`config.mk`:
```
export PLATFORM = sky130hd
export DESIGN_NAME = mem_arbiter
export DESIGN_NICKNAME = d
export VERILOG_FILES = /design/src/rtl/mem_arbiter_pkg.sv /design/src/rtl/mem_arbiter_rr_picker.sv /design/src/rtl/mem_arbiter.sv
export SDC_FILE = /design/constraint.sdc
export NUM_CORES = 1
export LEC_CHECK = 0
export ABC_AREA = 1
export BUFFER_PORTS_ARGS = -buffer_cell sky130_fd_sc_hd__clkbuf_2
export CAP_MARGIN = 30
export CORE_AREA = 5 5 420 422
export DETAILED_ROUTE_END_ITERATION = 12
export DIE_AREA = 0 0 425 427
export PLACE_DENSITY = 0.36
export REMOVE_ABC_BUFFERS = 1
export SETUP_SLACK_MARGIN = 0.5
export SYNTH_ARGS = -nofsm -noshare
export SYNTH_HDL_FRONTEND = slang
export SYNTH_SLANG_ARGS = --single-unit
```
`constraint.sdc`:
```
create_clock -name i_clk -period 5.7 [get_ports i_clk]
set_clock_uncertainty 0.1 [all_clocks]
set_input_delay 0.57 -clock i_clk [delete_from_list [all_inputs] [get_ports i_clk]]
set_output_delay 0.57 -clock i_clk [all_outputs]
set_load 0.01 [all_outputs]
```
`src/rtl/mem_arbiter_pkg.sv`:
```
// Shared types and constants for the SIMD shared-memory arbiter.
package mem_arbiter_pkg;

  localparam int unsigned NUM_PROC_DEF = 4;
  localparam int unsigned ADDR_W_DEF   = 32;

  typedef logic [ADDR_W_DEF-1:0] addr_t;

  typedef enum logic [1:0] {
    ST_IDLE  = 2'd0,
    ST_ISSUE = 2'd1,
    ST_WAIT  = 2'd2,
    ST_RESP  = 2'd3
  } state_t;

  // Width of a port index; at least one bit, even for a single port.
  function automatic int unsigned idx_w(input int unsigned n);
    return (n > 1) ? 32'($clog2(n)) : 32'd1;
  endfunction

endpackage

```
`src/rtl/mem_arbiter_rr_picker.sv`:
```
// Combinational round-robin picker: first set request at or after ptr, wrapping.
module rr_picker
  import mem_arbiter_pkg::*;
#(
  parameter int unsigned N     = NUM_PROC_DEF,
  parameter int unsigned IDX_W = idx_w(N)
) (
  input  logic [N-1:0]     req,
  input  logic [IDX_W-1:0] ptr,
  output logic [N-1:0]     grant_c,
  output logic [IDX_W-1:0] idx_c,
  output logic             any_c
);

  int unsigned      k;
  logic [IDX_W-1:0] k_idx;

  always_comb begin
    grant_c = '0;
    idx_c   = '0;
    any_c   = 1'b0;
    k       = 0;
    k_idx   = '0;
    for (int unsigned i = 0; i < N; i++) begin
      k     = (32'(ptr) + i) % N;
      k_idx = IDX_W'(k);
      if (!any_c && req[k_idx]) begin
        any_c          = 1'b1;
        grant_c[k_idx] = 1'b1;
        idx_c          = k_idx;
      end
    end
  end

endmodule

```
`src/rtl/mem_arbiter.sv`:
```
// Round-robin arbiter giving NUM_PROC SIMD ports one shared memory port.
// Define MEM_ARB_WR_PRIORITY_EN to let any pending write beat all reads.
module mem_arbiter
  import mem_arbiter_pkg::*;
#(
  parameter int unsigned NUM_PROC = NUM_PROC_DEF,
  parameter int unsigned ADDR_W   = ADDR_W_DEF,
  parameter int unsigned DATA_W   = 128
) (
  input  logic                         i_clk,
  input  logic                         i_rstn,
  input  logic [NUM_PROC-1:0]          i_req_rd,
  input  logic [NUM_PROC-1:0]          i_req_wr,
  input  logic [NUM_PROC*ADDR_W-1:0]   i_addr,
  input  logic [NUM_PROC*DATA_W-1:0]   i_wdata,
  output logic [NUM_PROC-1:0]          o_grant_rd,
  output logic [NUM_PROC-1:0]          o_grant_wr,
  output logic [DATA_W-1:0]            o_rdata,
  output logic                         o_mem_en,
  output logic                         o_mem_we,
  output logic [ADDR_W-1:0]            o_mem_addr,
  output logic [DATA_W-1:0]            o_mem_wdata,
  input  logic                         i_mem_ready,
  input  logic [DATA_W-1:0]            i_mem_rdata
);

  localparam int unsigned      IDX_W    = idx_w(NUM_PROC);
  localparam logic [IDX_W-1:0] LAST_IDX = IDX_W'(NUM_PROC - 1);

  state_t              state_q, state_d;
  logic [IDX_W-1:0]    last_q, last_d, win_q, win_d;
  logic                we_q, we_d, en_q, en_d;
  logic [ADDR_W-1:0]   addr_q, addr_d;
  logic [DATA_W-1:0]   wdata_q, wdata_d, rdata_q, rdata_d;
  logic [NUM_PROC-1:0] grd_q, grd_d, gwr_q, gwr_d;

  logic [IDX_W-1:0]    start_c;
  logic [NUM_PROC-1:0] rd_grant_c, wr_grant_c, sel_grant_c;
  logic [IDX_W-1:0]    rd_idx_c, wr_idx_c, sel_idx_c;
  logic                rd_any_c, wr_any_c, sel_we_c;
  logic [ADDR_W-1:0]   sel_addr_c;
  logic [DATA_W-1:0]   sel_wdata_c;

  assign start_c = (last_q == LAST_IDX) ? '0 : last_q + 1'b1;

  rr_picker #(.N(NUM_PROC), .IDX_W(IDX_W)) u_rd_pick (
    .req(i_req_rd), .ptr(start_c), .grant_c(rd_grant_c), .idx_c(rd_idx_c), .any_c(rd_any_c)
  );

  rr_picker #(.N(NUM_PROC), .IDX_W(IDX_W)) u_wr_pick (
    .req(i_req_wr), .ptr(start_c), .grant_c(wr_grant_c), .idx_c(wr_idx_c), .any_c(wr_any_c)
  );

`ifdef MEM_ARB_WR_PRIORITY_EN
  // Any write anywhere outranks every read.
  always_comb begin
    sel_we_c    = 1'b0;
    sel_grant_c = rd_grant_c;
    sel_idx_c   = rd_idx_c;
    if (wr_any_c) begin
      sel_we_c    = 1'b1;
      sel_grant_c = wr_grant_c;
      sel_idx_c   = wr_idx_c;
    end
  end
`else
  int unsigned rd_dist_c, wr_dist_c;

  // One shared rotation: the candidate closer to the pointer wins, read on a tie.
  always_comb begin
    rd_dist_c   = (32'(rd_idx_c) + NUM_PROC - 32'(start_c)) % NUM_PROC;
    wr_dist_c   = (32'(wr_idx_c) + NUM_PROC - 32'(start_c)) % NUM_PROC;
    sel_we_c    = 1'b0;
    sel_grant_c = rd_grant_c;
    sel_idx_c   = rd_idx_c;
    if (wr_any_c && (!rd_any_c || (wr_dist_c < rd_dist_c))) begin
      sel_we_c    = 1'b1;
      sel_grant_c = wr_grant_c;
      sel_idx_c   = wr_idx_c;
    end
  end
`endif

  // One-hot AND-OR mux of the winner's address and write data.
  logic [NUM_PROC:0][ADDR_W-1:0] addr_acc;
  logic [NUM_PROC:0][DATA_W-1:0] wdata_acc;
  assign addr_acc[0]  = '0;
  assign wdata_acc[0] = '0;
  for (genvar g = 0; g < NUM_PROC; g++) begin : g_mux
    assign addr_acc[g+1]  = addr_acc[g]  | (sel_grant_c[g] ? i_addr[g*ADDR_W +: ADDR_W]  : '0);
    assign wdata_acc[g+1] = wdata_acc[g] | (sel_grant_c[g] ? i_wdata[g*DATA_W +: DATA_W] : '0);
  end
  assign sel_addr_c  = addr_acc[NUM_PROC];
  assign sel_wdata_c = wdata_acc[NUM_PROC];

  always_comb begin
    state_d = state_q;
    last_d  = last_q;
    win_d   = win_q;
    we_d    = we_q;
    addr_d  = addr_q;
    wdata_d = wdata_q;
    rdata_d = rdata_q;
    en_d    = 1'b0;
    grd_d   = '0;
    gwr_d   = '0;
    unique case (state_q)
      ST_IDLE: begin
        if (rd_any_c || wr_any_c) begin
          state_d = ST_ISSUE;
          win_d   = sel_idx_c;
          we_d    = sel_we_c;
          addr_d  = sel_addr_c;
          wdata_d = sel_wdata_c;
          en_d    = 1'b1;
        end
      end
      ST_ISSUE: state_d = ST_WAIT;
      ST_WAIT: begin
        if (i_mem_ready) begin
          state_d = ST_RESP;
          last_d  = win_q;
          if (we_q) begin
            gwr_d[win_q] = 1'b1;
          end else begin
            grd_d[win_q] = 1'b1;
            rdata_d      = i_mem_rdata;
          end
        end
      end
      ST_RESP: state_d = ST_IDLE;
      default: state_d = ST_IDLE;
    endcase
  end

  always_ff @(posedge i_clk or negedge i_rstn) begin
    if (!i_rstn) begin
      state_q <= ST_IDLE;
      last_q  <= LAST_IDX;
      win_q   <= '0;
      we_q    <= 1'b0;
      en_q    <= 1'b0;
      addr_q  <= '0;
      wdata_q <= '0;
      rdata_q <= '0;
      grd_q   <= '0;
      gwr_q   <= '0;
    end else begin
      state_q <= state_d;
      last_q  <= last_d;
      win_q   <= win_d;
      we_q    <= we_d;
      en_q    <= en_d;
      addr_q  <= addr_d;
      wdata_q <= wdata_d;
      rdata_q <= rdata_d;
      grd_q   <= grd_d;
      gwr_q   <= gwr_d;
    end
  end

  assign o_grant_rd  = grd_q;
  assign o_grant_wr  = gwr_q;
  assign o_rdata     = rdata_q;
  assign o_mem_en    = en_q;
  assign o_mem_we    = we_q;
  assign o_mem_addr  = addr_q;
  assign o_mem_wdata = wdata_q;

endmodule
```
## Word-level counts from Yosys, hierarchy flattened

Cells that the tools add are included.

| operators by class | value |
|---|---|
| reduce and logical (&&, ||, !) cells | 26 |
| add/subtract/negate cells | 8 |
| equal/unequal tests | 6 |
| bitwise gates (word level) | 13 |
| order comparisons | 11 |
| mux-type cells | 73 |

Operator list:

| kind | count |
|---|---|
| 128-bit two-way mux | 4 |
| 128-bit OR | 3 |
| 32-bit two-way mux | 4 |
| 32-bit OR | 3 |
| 4-bit two-way mux | 15 |
| 1-bit two-way mux | 24 |
| 2-bit two-way mux | 12 |
| 4-bit OR | 6 |
| 1-bit binary-select mux with 2-bit select | 8 |
| 2-bit by 3-bit less-than comparator with 1-bit output (second input constant) | 5 |
| 1-bit logical AND | 12 |
| 1-bit demux with 2-bit select | 5 |
| 2-bit by 1-bit greater-or-equal comparator with 1-bit output (second input constant) | 5 |
| 2-bit by 1-bit adder with 2-bit output (second input constant) | 4 |
| 2-bit case mux with 4 select lines | 1 |
| 1-bit zero test | 7 |
| 2-bit equality test (second input constant) | 3 |
| 2-bit AND reduction | 3 |
| 2-bit adder (second input constant) | 2 |
| 2-bit inequality test (second input constant) | 2 |
| 2-bit subtractor | 2 |
| 3-bit AND reduction | 1 |
| 2-bit by 1-bit equality test with 1-bit output (second input constant) | 1 |
| 2-bit zero test | 1 |
| 3 further kinds | 4 |

| storage, ports and cells | value |
|---|---|
| output and inout port bits | 298 |
| input bits | 779 |
| word-level logic and storage cells | 147 |
| flip-flop bits (word level) | 304 |

## Logic depth before layout (Yosys ltp)

Gate-level depths: netlist of the first run.

| logic depth | value |
|---|---|
| depth after elaboration | 24 |
| gate-level depth with buffers | 27 |
| mapped depth without buffers | 24 |

## Hierarchy

A second synthesis of the first run with hierarchy kept.

| unflattened totals | value |
|---|---|
| cell total of the unflattened synthesis | 2285 |
| area total of the unflattened synthesis | 17719.5 um^2 |

By module, submodules not included:

| module | area each (um^2) | cells each | sequential area each (um^2) | times used |
|---|---|---|---|---|
| mem_arbiter | 16838.6 | 2137 | 7609.8 | 1 |
| rr_picker | 440.4 | 74 | 0.0 | 2 |

## Least setup slack after synthesis of the first run

Ideal clock, no wire load.

| path | value |
|---|---|
| path kind | flip-flop to flip-flop |
| start | reg last_q[0] |
| end | reg wdata_q[19], in the netlist o_mem_wdata[19] |
| stages on the path, launching flop included | 25 |
| setup time | 117 ps |
| clock period less this slack | 3767 ps |
| setup slack | 1933 ps |
| required time | 5483 ps |
| data arrival time | 3550 ps |
| path buffers | 4 |
| path through | dfstp_2 > buf_6 > inv_4 > ha_1 > buf_2 > inv_1 > nand3_1 > nand2_2 > inv_2 > nor2_1 > nand3_1 > o21ai_0 > o22ai_1 > xor2_1 > ha_1 > nand3_1 > nand2_2 > nand2_4 > nand3_2 > buf_4 > buf_2 > nand3_1 > nand3_1 > nor2_1 > nor2_1 |

| on the way | value |
|---|---|
| cells in the longest elaborated chain, start to end | 24 |
| elaborated cells on any way between the ends | 102 |
| classes of those cells | add/sub: 8; order compare: 9; eq/ne: 1; mux: 54; bitwise: 9; reduce/logical: 21 |

Ends and longest elaborated chain:

| what | RTL line | text |
|---|---|---|
| from (decl) | mem_arbiter.sv:31 | `logic [IDX_W-1:0] last_q, last_d, win_q, win_d;` |
| from (signal assigned) | mem_arbiter.sv:150 | `last_q <= last_d;` |
| 2-bit by 1-bit adder with 2-bit output or 2-bit equality test (tied branches) | mem_arbiter.sv:44 | `assign start_c = (last_q == LAST_IDX) ? '0 : last_q + 1'b1;` |
| 2-bit two-way mux * | mem_arbiter.sv:44 |  |
| branches (longest 22 deep; another with 2-bit by 1-bit adder with 2-bit output) | - |  |
| to (signal assigned) | mem_arbiter.sv:155 | `wdata_q <= wdata_d;` |
| to (decl) | mem_arbiter.sv:34 | `logic [DATA_W-1:0] wdata_q, wdata_d, rdata_q, rdata_d;` |

Every way passes the cells marked *. The select of a mux whose other input is x is not followed.
A chain may end at the register's enable or synchronous reset.

## Worst setup path after layout of the first run

| path | value |
|---|---|
| start | reg last_q[0] |
| end | reg addr_q[16], in the netlist o_mem_addr[16] |

| on the way | value |
|---|---|
| cells in the longest elaborated chain, start to end | 24 |
| elaborated cells on any way between the ends | 102 |
| classes of those cells | add/sub: 8; order compare: 9; eq/ne: 1; mux: 54; bitwise: 9; reduce/logical: 21 |

Ends and longest elaborated chain:

| what | RTL line | text |
|---|---|---|
| 2-bit by 1-bit adder with 2-bit output or 2-bit equality test (tied branches) | mem_arbiter.sv:44 |  |
| 2-bit two-way mux * | mem_arbiter.sv:44 |  |
| branches (longest 22 deep; another with 2-bit by 1-bit adder with 2-bit output) | - |  |
| to (signal assigned) | mem_arbiter.sv:154 | `addr_q <= addr_d;` |
| to (decl) | mem_arbiter.sv:33 | `logic [ADDR_W-1:0] addr_q, addr_d;` |

Marks and branches as above.

==> out/summary.txt, run 1 <==
Layout cell share with drive strength beyond 1 -> 0.420
Seq cells post-synth -> 304
Layout area overhead -> 55.2%
Htree depth -> 2
Die H -> 427 µm
R2r worst-path depth -> 22
Worst-path clk slew -> 60 ps
Post-synth top area cell -> dfrtp_1
RSZ-0062 raised after global routing -> false
Total Routing Usage GR -> 0.120
Drt total wl -> 119000 µm
Register area share after synthesis -> 0.431
Crit-path leading delay family -> simple AND/OR/NAND/NOR gates
Status -> finished clean
Mapped Cells -> 2278
RR Endpoint -> o_mem_addr[16]
CORE AREA -> 173000 µm²
Clk_lat worst skew -> 600 ps
Vias -> 21000
Row cnt -> 153
Setup crit start kind -> flip-flop
CP startpoint -> last_q[0]
Hold Vio Cnt, Final -> 0
CP Data Arrival Time -> 5220 ps
Number of stages on the worst setup path -> 22
Vias in the first global route -> 21500
Crit path max fanout -> 21
Initial DRT Pass Iterations -> 6
Warnings from Yosys -> 0
Routed vias/inst -> 3.71
Initial drt markers -> 1519
First-pass GRT wire length -> 159000 µm
IO Pins -> 1077
Type of element capturing the critical path -> flip-flop
Fmax -> 0.206 GHz
Port bufs -> 1076
WL/cell -> 21.1 µm
Crit path top cell by count -> nand3_1
PnR worst setup slack -> 841 ps
Crit path to -> o_mem_addr[16]
Maximum number of pins on one net before global-route repair -> 133
Register-to-register setup slack -> 840 ps
ANT nets after route -> 0
Fin nets -> 4087
Place WS -> 497 ps
Count of buffer and inverter cells on the critical path -> 4
Async SR Flop Fraction -> 1.00
Synth area leaders -> dfrtp_1 (43%), nand3_1 (23%), nor2_1 (11%)
Fin util -> 0.159
Post-synth top area share -> 0.428
Setup TNS -> 0 ps
Drc violations -> 0
Max-slew headroom -> 0.287
Avg Inst Size Synth -> 7.75 µm²
Number of synthesized flops with an enable pin -> 0
Top FF cell, synth -> dfrtp_1
Crit path kind -> flip-flop to flip-flop
Setup-failing EPs final -> 0
Actual slew at the worst max-slew pin -> 1070 ps
Distinct cells, synth -> 35
Critical Path Max Stage Delay -> 710 ps
Max Cap Viol -> 0
Hold Path Cell Cnt -> 2
CTS tree -> done
CP cell instances -> inv_4, ha_1, inv_2, nand3_1, nand2_2, inv_2, nor2_1, nand3_2, o21ai_0, o22ai_1, xor2_1, ha_1, nand3_1, nand2_2, nand2_4, nand2_8, nand2_8, buf_4, nand3_1, nand3_1, nor2_1, nor2_1
Clk buf depth -> 3
Number of antenna violations at the first check in global routing -> 9
Synthesized area -> 17700 µm²
Initial Utilization -> 0.102
Critical Path RT -> 6060 ps
Root buf cell -> clkbuf_16
Die X -> 425 µm
Die Area -> 181000 µm²
Overflow left after global routing -> 0
Clock sinks -> 304
Num CTS Buffers -> 44
Detailed Place HPWL -> 88500 µm
R2r startpoint -> last_q[0]
Crit share post-route -> 0.852
HP Class -> primary input to flip-flop
Max-slew violation count -> 0
Slowest cell on the critical path -> dfstp_4
Routability Congestion -> 0.982
Min Tclk post-route -> 4860 ps
synthesized netlist by cell type, types with 3 or more instances:
| master | count |
|---|---|
| nand2_4 | 4 |
| buf_6 | 16 |
| nand2_1 | 227 |
| ha_1 | 11 |
| mux2_2 | 128 |
| nand4_1 | 3 |
| dfrtp_1 | 302 |
| o22ai_1 | 5 |
| clkbuf_1 | 45 |
| nand2_2 | 9 |
| nand3_2 | 6 |
| a21oi_1 | 8 |
| buf_1 | 22 |
| nor2_1 | 497 |
| inv_2 | 5 |
| buf_2 | 86 |
| nand3_1 | 820 |
| o221ai_1 | 7 |
| o21ai_1 | 3 |
| buf_4 | 21 |
| inv_1 | 28 |
| o21ai_0 | 6 |
| xor2_1 | 3 |
cells in the final DEF (no fill, tap or decap), types with 6 or more instances in the layout:
cell	instances
clkbuf_2	1075
nand3_1	819
nor2_1	496
dfrtp_1	302
nand2_1	227
mux2_2	128
buf_4	58
clkbuf_16	44
inv_1	27
buf_12	20
ha_1	11
clkbuf_1	10
clkbuf_8	9
clkinv_2	9
nand2_2	8
o221ai_1	7
nand2_4	7
diode_2	6
o21ai_0	6
a21oi_1	6
logic make-up (layout without fill, tap and decap cells):
group	after synthesis	after routing	synth area share
AOI/OAI and AO/OA	35	35	0.0130
adders and majority gates	11	11	0.00779
buffers and inverters	224	1270	0.0651
other	0	6	0
muxes	128	128	0.0816
and+or+nand+nor	1572	1579	0.400
DFF	304	304	0.431
xor gates and xnor gates	4	4	0.00198
worst min path at each step:
stage	start	end	slack [ps]
floorplan	i_rstn	o_grant_rd[0]	170
global placement	o_rdata[113]	o_rdata[113]	390
detailed placement	o_rdata[10]	o_rdata[10]	390
CTS	i_mem_rdata[45]	o_rdata[45]	30
global route	i_mem_rdata[23]	o_rdata[23]	50
finish	i_mem_rdata[45]	o_rdata[45]	100
per-layer routing:
| metal | wire (µm) | part of all wire | vias to the layer above | track usage |
|---|---|---|---|---|
| li1 | - | - | 9774 | - |
| met1 | 47400 | 0.40 | 10200 | 0.145 |
| met2 | 59200 | 0.50 | 915 | 0.209 |
| met3 | 8740 | 0.073 | 162 | 0.0296 |
| met4 | 3870 | 0.032 | 0 | 0.0361 |
| met5 | 0 | 0 | - | 0 |
layout make-up:
type / count / area [µm²]
Fill cell: 20000 / 145000
Multi-Input combinational cell: 1757 / 9070
Sequential cell: 304 / 7610
Timing Repair Buffer: 1156 / 6250
Tap cell: 2325 / 2910
Clock buffer: 63 / 1260
Clock inverter: 17 / 141
Inverter: 34 / 138
Antenna cell: 6 / 15.0
stage by stage:
step | std cells | area [µm²] | hold WS [ps]
global placement | 5559 | 25800 | 385
global route | 5659 | 27400 | 50.9
floorplan | 2088 | 16600 | 174
CTS | 5647 | 27200 | 33.2
finish | 5662 | 27400 | 97.4
detailed placement | 5559 | 25800 | 392
sequential cells by signal, summed over array words and instances (netlist names), 2 cells and up:
name	cells
o_mem_wdata	128
o_rdata	128
o_mem_addr	32
o_grant_rd	4
o_grant_wr	4
last_q	2
state_q	2
win_q	2
what timing repair did:
action | CTS | global route
endpoints found under the setup margin | 15 | 151
hold buffers | 1 | 0
setup buffers | 3 | 4
endpoints found under the hold margin | 72 | 0
resized for setup | 1 | 7
gates cloned | 4 | 3
pin swaps | 5 | 1
Power of run 1 is left out: the tool's default activity adds up to more than one toggle a clock period on the data nets, which glitch-free logic cannot reach.
==> inputs of run 2 (changes only) <==
--- a/config.mk
+++ b/config.mk
@@ -11,6 +11,8 @@
 export CORE_AREA = 5 5 420 422
 export DETAILED_ROUTE_END_ITERATION = 12
 export DIE_AREA = 0 0 425 427
+export GPL_TIMING_DRIVEN = 1
+export MAX_ROUTING_LAYER = met4
 export PLACE_DENSITY = 0.36
 export REMOVE_ABC_BUFFERS = 1
 export SETUP_SLACK_MARGIN = 0.5
==> constraint.sdc (replaced) <==
create_clock -name i_clk -period 5.06 [get_ports i_clk]
set_clock_uncertainty 0.1 [all_clocks]
set_input_delay 0.506 -clock i_clk [delete_from_list [all_inputs] [get_ports i_clk]]
set_output_delay 0.506 -clock i_clk [all_outputs]
set_load 0.01 [all_outputs]
==> out/summary.txt, run 2 (synthesis gave the netlist of run 1 again) <==
Status -> finished clean (unchanged)
Worst-path clk slew -> 60 ps (about the same)
Layout cell share with drive strength beyond 1 -> 0.417 (was 0.420)
Initial Utilization -> 0.102 (unchanged)
Htree depth -> 2 (unchanged)
Number of antenna violations at the first check in global routing -> 9 (unchanged)
Non-filler cells in the finished layout -> 5806 (was 5662)
Initial drt markers -> 1293 (was 1519)
Overflow left after global routing -> 0 (unchanged)
Slowest cell on the critical path -> dfstp_2 (was dfstp_4)
Most common cell after layout, fill and taps aside -> clkbuf_2 (unchanged)
Crit path kind -> flip-flop to flip-flop (unchanged)
Max-slew violation count -> 0 (unchanged)
Drt total wl -> 120000 µm (was 119000 µm)
Hold Vio Cnt, Final -> 0 (unchanged)
Clk_lat worst skew -> 590 ps (was 600 ps)
Row cnt -> 153 (unchanged)
Num CTS Buffers -> 44 (unchanged)
Actual slew at the worst max-slew pin -> 1150 ps (was 1070 ps)
Port bufs -> 1076 (unchanged)
Top Layer Used -> met4 (unchanged)
CORE AREA -> 173000 µm² (unchanged)
RSZ-0062 raised after global routing -> false (unchanged)
Detailed Place HPWL -> 90100 µm (was 88500 µm)
CP Data Arrival Time -> 4720 ps (was 5220 ps)
Total Routing Usage GR -> 0.125 (was 0.120)
Fill cells -> 19900 (was 20000)
Fmax -> 0.229 GHz (was 0.206 GHz)
ANT nets after route -> 0 (unchanged)
Most frequent cells in the layout -> clkbuf_2 (1075), nand3_1 (812), nor2_1 (493) (was clkbuf_2 (1075), nand3_1 (819), nor2_1 (496))
Met3 WL -> 8450 µm (was 8740 µm)
Critical Path RT -> 5420 ps (was 6060 ps)
Crit share post-route -> 0.862 (was 0.852)
First-pass GRT wire length -> 162000 µm (was 159000 µm)
Clock sinks -> 304 (unchanged)
Initial DRT Pass Iterations -> 5 (was 6)
Crit path top cell by count -> nand3_1 (unchanged)
Crit path max fanout -> 14 (was 21)
HP Class -> primary input to flip-flop (unchanged)
Min Tclk post-route -> 4360 ps (was 4860 ps)
Layout area overhead -> 65.4% (was 55.2%)
IO Pins -> 1077 (unchanged)
Critical Path Max Stage Delay -> 610 ps (was 710 ps)
CP cell instances -> inv_2, ha_4, nor2_4, buf_4, nand3_1, nand2_1, nand2_1, o22ai_1, o22ai_1, xor2_1, ha_1, nand3_1, nand2_2, nand2_8, nand2_8, nand2_8, buf_4, nand3_1, nand3_1, nor2_1, nor2_1 (was inv_4, ha_1, inv_2, nand3_1, nand2_2, inv_2, nor2_1, nand3_2, o21ai_0, o22ai_1, xor2_1, ha_1, nand3_1, nand2_2, nand2_4, nand2_8, nand2_8, buf_4, nand3_1, nand3_1, nor2_1, nor2_1)
Metal-1 WL -> 47500 µm (was 47400 µm)
Die X -> 425 µm (unchanged)
Routed vias/inst -> 3.70 (was 3.71)
Maximum number of pins on one net before global-route repair -> 117 (was 133)
Vias in the first global route -> 22200 (was 21500)
Type of element capturing the critical path -> flip-flop (unchanged)
WL/cell -> 20.6 µm (was 21.1 µm)
Drc violations -> 0 (unchanged)
Die Area -> 181000 µm² (unchanged)
Placed Cells -> 5577 (was 5559)
Setup crit start kind -> flip-flop (unchanged)
Met2 Wirelength -> 60500 µm (was 59200 µm)
Fin nets -> 4231 (was 4087)
Max Cap Viol -> 0 (unchanged)
Clk buf depth -> 3 (unchanged)
Die H -> 427 µm (unchanged)
CTS tree -> done (unchanged)
Root buf cell -> clkbuf_16 (unchanged)
Routability Congestion -> 0.927 (was 0.982)
Setup-failing EPs final -> 0 (unchanged)
Vias -> 21500 (was 21000)
Max-slew headroom -> 0.233 (was 0.287)
==> run 2: area by class of cell <==
type | count | area [µm²] | share of cell area
clock inverter | 23 | 377 | 0.0129
tap | 2325 | 2910 | 0.0996
antenna | 10 | 25.0 | 0.000856
sequential | 304 | 7610 | 0.260
clock buffer | 53 | 1190 | 0.0409
inverter | 34 | 138 | 0.00471
timing repair buffer | 1302 | 7780 | 0.266
multi-input combinational | 1755 | 9180 | 0.314
==> run 2: critical path: cells and delay by family, from the launching register on <==
family / cells / cell delay (ps)
AO/OA/AOI/OAI: 2 / 410
XOR/XNOR: 1 / 170
adder cells (fa/ha/maj): 2 / 480
buffers and inverters: 3 / 570
flip-flops: 1 / 610
AND/OR/NAND/NOR: 13 / 1800
==> run 2: worst paths after layout <==
kind | start | to | slack, ps | cells after the start
max reg2reg | last_q[1] | o_mem_wdata[11] | 700 | 21
max in group asynchronous | i_rstn | o_mem_addr[13] | 3260 | 3
min in group asynchronous | i_rstn | o_rdata[49] | 350 | 2
min reg2reg | o_rdata[25] | o_rdata[25] | 400 | 1
max | last_q[1] | o_mem_wdata[11] | 700 | 21
min | i_mem_rdata[121] | o_rdata[121] | 70 | 2
==> run 2: routing by layer <==
layer | GRT usage | up-vias
li1 | - | 10100
met1 | 0.145 | 10500
met2 | 0.216 | 838
met3 | 0.0310 | 138
met4 | 0.0328 | 0
met5 | - | -
==> run 2: per-stage QoR <==
stage	TNS, ps	hold slack, ps	setup WS, ps	area [µm²]	util
after CTS	0	0.426	539	28900	0.167
after detailed placement	0	392	323	26000	0.150
after global placement	0	386	253	26000	0.150
after global routing	0	19.6	513	29200	0.169
after floorplan	-46160	110	-288	16600	-
final	0	70.0	701	29200	0.169
==> run 2: repair_timing <==
action | CTS | global route
pin swaps | 3 | 11
cloned | 3 | 3
hold buffers | 117 | 0
resized for setup | 10 | 35
endpoints found under the setup margin | 101 | 160
hold endpoints to repair | 190 | 0
setup buffers | 9 | 10
Power of run 2 is left out for the same reason.
